**config.mk**
```make
export PLATFORM = sky130hd
export DESIGN_NAME = iterative_multiplier_flat
export DESIGN_NICKNAME = d
export VERILOG_FILES = /design/src/rtl/iterative_multiplier_if.sv /design/src/rtl/iterative_multiplier.sv /design/src/flat_wrapper.sv
export SDC_FILE = /design/constraint.sdc
export NUM_CORES = 1
export LEC_CHECK = 0
export CAP_MARGIN = 10
export CORE_MARGIN = 4
export CORE_UTILIZATION = 50
export DETAILED_ROUTE_END_ITERATION = 10
export PLACE_DENSITY = 0.8
export SKIP_CTS_REPAIR_TIMING = 1
export SYNTH_ARGS = -nofsm -noshare
export SYNTH_HDL_FRONTEND = slang
export SYNTH_SLANG_ARGS = --single-unit
```
**constraint.sdc**
```tcl
create_clock -name clk -period 6.3 [get_ports clk]
set_clock_uncertainty 0.1 [all_clocks]
set_input_delay 1.26 -clock clk [delete_from_list [all_inputs] [get_ports clk]]
set_output_delay 1.26 -clock clk [all_outputs]
set_load 0.05 [all_outputs]
```
**src/rtl/iterative_multiplier_if.sv**
```systemverilog
// iterative_multiplier_if: start/done handshake, operands and product of the multi-cycle multiplier
interface iterative_multiplier_if #(parameter int WIDTH = 32);
  logic start, is_signed, flush, ready, busy, done;
  logic [WIDTH-1:0] a, b;
  logic [2*WIDTH-1:0] result;
  modport master(output start, is_signed, flush, a, b, input ready, busy, done, result);
  modport slave(input start, is_signed, flush, a, b, output ready, busy, done, result);
endinterface

```
**src/rtl/iterative_multiplier.sv**
```systemverilog
// iterative_multiplier: shift-add multiplier retiring BITS_PER_CYCLE multiplier bits per clock,
// signed or unsigned per operation, with a start/done handshake and flush.
module iterative_multiplier #(
  parameter int WIDTH          = 32,
  parameter int BITS_PER_CYCLE = 1
) (
  input logic clk,
  input logic reset,
  iterative_multiplier_if.slave io
);
  localparam int N  = WIDTH / BITS_PER_CYCLE;
  localparam int CW = $clog2(N + 1);
  localparam int P  = 2 * WIDTH;
  typedef enum logic [1:0] {IDLE, RUN, DONE} state_t;
  state_t state_q, state_d;
  logic [CW-1:0] cnt_q, cnt_d;
  logic [P-1:0] acc_q, acc_d, result_q, result_d, part, sum;
  logic [WIDTH:0] ma_q, ma_d, mb_q, mb_d, ext_a, ext_b;
  logic sign_q, sign_d, accept, last;
  always_comb begin
    ext_a = {io.is_signed & io.a[WIDTH-1], io.a};
    ext_b = {io.is_signed & io.b[WIDTH-1], io.b};
    part = (P'(ma_q) * P'(mb_q[BITS_PER_CYCLE-1:0])) << (cnt_q * BITS_PER_CYCLE);
    sum = acc_q + part;
    last = cnt_q == CW'(N - 1);
    accept = state_q != RUN && io.start && !io.flush;
    state_d = state_q;
    cnt_d = cnt_q;
    acc_d = acc_q;
    ma_d = ma_q;
    mb_d = mb_q;
    sign_d = sign_q;
    result_d = result_q;
    if (io.flush && state_q != IDLE) state_d = IDLE;
    else if (accept) begin
      state_d = RUN;
      cnt_d = '0;
      acc_d = '0;
      ma_d = ext_a[WIDTH] ? -ext_a : ext_a;
      mb_d = ext_b[WIDTH] ? -ext_b : ext_b;
      sign_d = io.is_signed & (io.a[WIDTH-1] ^ io.b[WIDTH-1]);
    end else if (state_q == RUN) begin
      acc_d = sum;
      cnt_d = cnt_q + CW'(1);
      mb_d = mb_q >> BITS_PER_CYCLE;
      // the product is published on the final step so it is valid during DONE
      if (last) begin
        state_d = DONE;
        result_d = sign_q ? -sum : sum;
      end
    end else if (state_q == DONE) state_d = IDLE;
  end
  always_ff @(posedge clk) begin
    if (reset) begin
      state_q <= IDLE;
      cnt_q <= '0;
      acc_q <= '0;
      ma_q <= '0;
      mb_q <= '0;
      sign_q <= 1'b0;
      result_q <= '0;
    end else begin
      state_q <= state_d;
      cnt_q <= cnt_d;
      acc_q <= acc_d;
      ma_q <= ma_d;
      mb_q <= mb_d;
      sign_q <= sign_d;
      result_q <= result_d;
    end
  end
  assign io.ready = state_q != RUN;
  assign io.busy = state_q == RUN;
  assign io.done = state_q == DONE;
  assign io.result = result_q;
endmodule

```
**src/flat_wrapper.sv**
```systemverilog
// flat-port wrapper written by rule: the top's interface ports become plain ports
module iterative_multiplier_flat 
#(
  parameter int WIDTH          = 32,
  parameter int BITS_PER_CYCLE = 1
)
  (clk, reset, io_start, io_is_signed, io_flush, io_a, io_b, io_ready, io_busy, io_done, io_result);
  iterative_multiplier_if #(.WIDTH(WIDTH)) io_i ();
  input logic clk;
  input logic reset;
  input wire logic [$bits(io_i.start)-1:0] io_start;
  input wire logic [$bits(io_i.is_signed)-1:0] io_is_signed;
  input wire logic [$bits(io_i.flush)-1:0] io_flush;
  input wire logic [$bits(io_i.a)-1:0] io_a;
  input wire logic [$bits(io_i.b)-1:0] io_b;
  output wire logic [$bits(io_i.ready)-1:0] io_ready;
  output wire logic [$bits(io_i.busy)-1:0] io_busy;
  output wire logic [$bits(io_i.done)-1:0] io_done;
  output wire logic [$bits(io_i.result)-1:0] io_result;
  assign io_i.start = io_start;
  assign io_i.is_signed = io_is_signed;
  assign io_i.flush = io_flush;
  assign io_i.a = io_a;
  assign io_i.b = io_b;
  assign io_ready = io_i.ready;
  assign io_busy = io_i.busy;
  assign io_done = io_i.done;
  assign io_result = io_i.result;
  iterative_multiplier #(.WIDTH(WIDTH), .BITS_PER_CYCLE(BITS_PER_CYCLE)) u_core (.clk(clk), .reset(reset), .io(io_i));
endmodule
```
* Yosys cells after proc, flatten, opt, wreduce, memory -nomap -nowiden
Cells that the tools add are included.
** Storage, ports and cells
- Flip-flop bits (word level) :: 203
- Input port bits :: 69
- Output and inout port bits :: 67
- Word-level logic and storage cells :: 55
** Operators by class
- $add $sub $neg :: 5
- Multiply operators :: 1
- Eq/ne operators :: 6
- Shift operators :: 1
- Multiplexer cells :: 13
- Bitwise gates (word level) :: 6
- Reductions and logical operators :: 15
** Operator list (count)
- $mux 64 :: 3
- $mux 33 :: 4
- $neg 33->33 :: 2
- $add 64x64->64 :: 1
- $neg 64->64 :: 1
- $shl 34x6->64 :: 1
- $mul 33x1->34 :: 1
- $mux 6 :: 2
- $reduce_and 2->1 :: 4
- $add 6x1->6 const B :: 1
- $eq 6x5->1 const B :: 1
- $mux 2 :: 3
- $reduce_bool 2->1 :: 3
- $ne 2x1->1 const B :: 2
- $reduce_and 4->1 :: 1
- $and 1x1->1 :: 3
- $logic_and 1x1->1 :: 3
- $ne 3x1->1 const B :: 1
- $reduce_bool 3->1 :: 1
- $reduce_or 3->1 :: 1
- $eq 2x1->1 const B :: 1
- $eq 2x2->1 const B :: 1
- $not 1->1 :: 2
- $reduce_or 2->1 :: 1
- other kinds (3) :: 3

* Logic depth before layout (Yosys ltp)
- Depth after elaboration :: 5
- Depth in mapped cells :: 26
- Gate-level depth less buffers :: 21

* Worst setup path before layout
No wires, ideal clock.
- Path kind :: register -> register
- Start point :: reg u_core.cnt_q[0]
- End point :: reg u_core.result_q[46], in the netlist u_core.io.result[46]
- Library setup time :: 0.120 ns
- Arrival time :: 6.070 ns
- Required time :: 6.080 ns
- Path slack :: 0.010 ns
- Cell stages (with the launch flop) :: 26
- Path buffers :: 5
- Period minus slack after synthesis :: 6.290 ns
- Cell sequence :: dfxtp_1 -> clkbuf_1 -> buf_1 -> buf_1 -> mux4_2 -> nand2_1 -> nor2_1 -> a31oi_1 -> nand2_1 -> o21ai_0 -> o21ai_0 -> and2_1 -> ha_1 -> buf_2 -> and4_1 -> clkbuf_1 -> and3b_1 -> a32oi_1 -> o211ai_2 -> xor2_1 -> nand4bb_1 -> or3_1 -> or3b_4 -> nor4_2 -> nor3_1 -> o31a_1
** Between the ends
- Longest elaborated chain between the ends :: 4
- Elaborated cells on any way between the ends :: 6
- Classes of those cells :: 2 x add/sub; 1 x eq/ne; 1 x shift; 1 x mux; 1 x reduce/logical
** RTL lines
- start: declaration :: RTL line iterative_multiplier.sv:16 : logic [CW-1:0] cnt_q, cnt_d;
- start signal: assignment :: RTL line iterative_multiplier.sv:64 : cnt_q <= cnt_d;
- $shl 34x6->64 :: RTL line iterative_multiplier.sv:23 : part = (P'(ma_q) * P'(mb_q[BITS_PER_CYCLE-1:0])) << (cnt_q * BITS_PER_CYCLE);
- $add 64x64->64 :: RTL line iterative_multiplier.sv:24 : sum = acc_q + part;
- $neg 64->64 :: RTL line iterative_multiplier.sv:49 : result_d = sign_q ? -sum : sum;
- $mux 64 :: RTL line iterative_multiplier.sv:49
- end signal: assignment :: RTL line iterative_multiplier.sv:69 : result_q <= result_d;
- end: declaration :: RTL line iterative_multiplier.sv:17 : logic [P-1:0] acc_q, acc_d, result_q, result_d, part, sum;
Parallel ways exist; a longest one is shown, timed or not.
A chain may end at the register's enable or synchronous reset.

* Worst setup path after layout
- Start point :: reg u_core.cnt_q[0]
- End point :: reg u_core.result_q[58], in the netlist u_core.io.result[58]
The elaborated chain is that of the path after synthesis.

==> results_dict.tcl <==
set metrics [dict create \
    status "completed" \
    ir_drop_mv 0.183 \
    hold_viol 0 \
    maxSlewHeadroom_pct 15.9 \
    wl_met1_um 27700 \
    dr_wl_met2_um 28600 \
    min_period_over_period_pct 96.5 \
    layout.nets 2584 \
    min_period_ns 6.08 \
    synth_cell_type_count 102 \
    routed_wl_um 64500 \
    tns_ns 0 \
    drive_gt1_share_pct 11.3 \
    synth_seq_cells 203 \
    core_area_sq_um 34600 \
    maxUsedRoutingLayer "met4" \
    grt_overflow_total 0 \
    setup_ws_ns 0.222 \
    nFillCells 3096 \
    syn_area_sq_um 17600 \
    seq_area_frac_synth_pct 23.1 \
    die_h_um 195 \
    leakagePower_nw 7.68 \
    reg2regPathDepth 20 \
    root_buffer "clkbuf_16" \
    drv_slew 0 \
    grt_pass1_wl_um 98400 \
    syn_nets 2474 \
    crit_required_ns 6.64 \
    placed_cells 2866 \
    finalSetupViolCount 0 \
    cts_sinks 203 \
    path_class "reg -> reg" \
    start_kind "flop" \
    mostFrequentLayoutCells "nor2_1, nand2_1, dfxtp_1" \
    io_buffers 135 \
    fin_cells 2913 \
    cp_data_arrival_time_ns 6.41 \
    wl_met3_um 5540 \
    diodes 0 \
    path_clk_slew_ns 0.06 \
    startpoint "u_core.cnt_q[0]$_SDFFE_PP0P_" \
    reg2reg_slack_ns 0.22 \
    ys_warn_count 0 \
    grt_pass1_vias 17500 \
    ios 136 \
    hold_start "u_core.io.result[36]$_SDFFE_PP0P_" \
    drtIter0Drc 1887 \
    htree_num_levels 1 \
    die_w_um 195 \
    final_common_cell "nor2_1" \
    grt_max_degree 97 \
    cts_tree "done" \
    routabilityCongestion 1.07 \
    whs_endpoint "u_core.io.result[36]$_SDFFE_PP0P_" \
    worstSetupEndpointType "flop" \
    vias_per_cell 6.55 \
    cts_buffers 24 \
    num_vias 19100 \
    start_util_pct 50.7 \
    worstSkewPairLatency_ns 0.55 \
    ys.flop_type "dfxtp_1" \
    fmax_mhz 165 \
    route.detailed.drc 0 \
    antenna_found_initial 0 \
    grt_usage_pct 31.5 \
    firstDrtPassIters 7 \
    synthArstFlopShare_pct 0 \
    dieArea_sq_um 38200 \
    synth_edf_count 0 \
    rows 68 \
    reg2reg_from "u_core.cnt_q[0]$_SDFFE_PP0P_" \
    p_per_area_nw_per_um2 163 \
    synthCells 2334 \
    min_path_type "reg -> reg" \
    max_cap_violations 0 \
    wire_per_inst_um 22.1 \
    worst_pin_slew_ns 1.26 \
    hold_depth 2 \
    pre_cts_ws_ns 0.0533 \
    dp_hpwl_um 49500 \
    final_antenna_net_count 0 \
    syn_to_final_growth_pct 17.3 \
    r2r_end "u_core.io.result[58]$_SDFFE_PP0P_" \
    syn_area_per_cell_sq_um 7.53 \
    clockBufferDepth 3 \
    path_max_fanout 10 \
    utilization_pct 59.5 \
]
## worst max-delay path by stage
stage,endpoint,slack (ns)
final,u_core.io.result[58]$_SDFFE_PP0P_,0.22
after global routing,u_core.io.result[60]$_SDFFE_PP0P_,-0.01
after CTS,u_core.io.result[63]$_SDFFE_PP0P_,0.008
after detailed placement,u_core.io.result[63]$_SDFFE_PP0P_,0.05
after global placement,u_core.io.result[63]$_SDFFE_PP0P_,0.06
after floorplan,u_core.io.result[46]$_SDFFE_PP0P_,0.01
## worst max-delay path, cell delays in order (launching register included)
cell	delay [ns]
dfxtp_4	0.43
clkbuf_8	0.21
buf_4	0.13
mux4_2	0.49
mux2i_1	0.20
nand2_1	0.08
o211a_1	0.25
and2_1	0.22
ha_1	0.41
a21oi_1	0.29
o21ai_2	0.18
a2111oi_1	0.47
a21oi_1	0.21
a221oi_4	0.34
nand4b_2	0.22
or3_4	0.51
or3b_4	0.44
nor3_4	0.36
buf_4	0.18
and3_1	0.16
nor3_1	0.06
## kinds of logic after synthesis
kind of cell,Yosys count,share of synthesized area [%]
and+or+nand+nor,904,25.2
buffers and inverters,203,4.58
muxes,70,5.76
adders and majority gates,71,5.10
DFF,203,23.1
xor gates and xnor gates,141,7.03
AOI/OAI and AO/OA,742,29.2
## layout make-up
type                            count  area [sq um]  area share (%)
Timing Repair Buffer              256          2320            11.3
Inverter                           31           116           0.565
Tap cell                          455           569            2.76
Clock inverter                     10           131           0.637
Multi-Input combinational cell   1928         12800            61.9
Sequential cell                   203          4070            19.7
Clock buffer                       30           643            3.12
## cell usage after synthesis (58+ instances only)
master | n | area share (%)
clkbuf_1 | 122 | 2.6
a22oi_1 | 66 | 2.8
xor2_1 | 78 | 3.9
xnor2_1 | 63 | 3.1
a21oi_1 | 148 | 4.2
o21ai_0 | 143 | 4.1
nand2_1 | 213 | 4.6
dfxtp_1 | 203 | 23
nor2_1 | 308 | 6.6
a211oi_1 | 71 | 3.0
nand3_1 | 75 | 2.1
nor3_1 | 58 | 1.7
ha_1 | 70 | 5.0
## power by group
group | internal (W) | switching (W)
Combinational | 0.000240 | 0.000361
Clock | 0.000809 | 0.000595
Sequential | 0.00131 | 0.0000361
## state kept, by name (all words and copies together) (netlist names)
register,count
u_core.cnt_q,6
u_core.state_q,2
u_core.acc_q,64
u_core.ma_q,33
u_core.io.result,64
u_core.sign_q,1
u_core.mb_q,33
## stage by stage
stage	hold WS, ns	cell area (sq um)	total power [W]
after floorplan	0.331	17600	0.00172
after global placement	0.339	19700	0.00193
after detailed placement	0.342	19700	0.00194
after CTS	0.358	20500	0.00334
after global routing	0.374	20600	0.00346
final	0.356	20600	0.00336
## routing by layer
metal / global-route usage (%) / vias up
met5: 0 / -
met4: 11.6 / 0
met3: 4.68 / 146
met2: 50.1 / 959
met1: 43.6 / 8999
li1: - / 8963
Power figures use the tool's default switching activity.
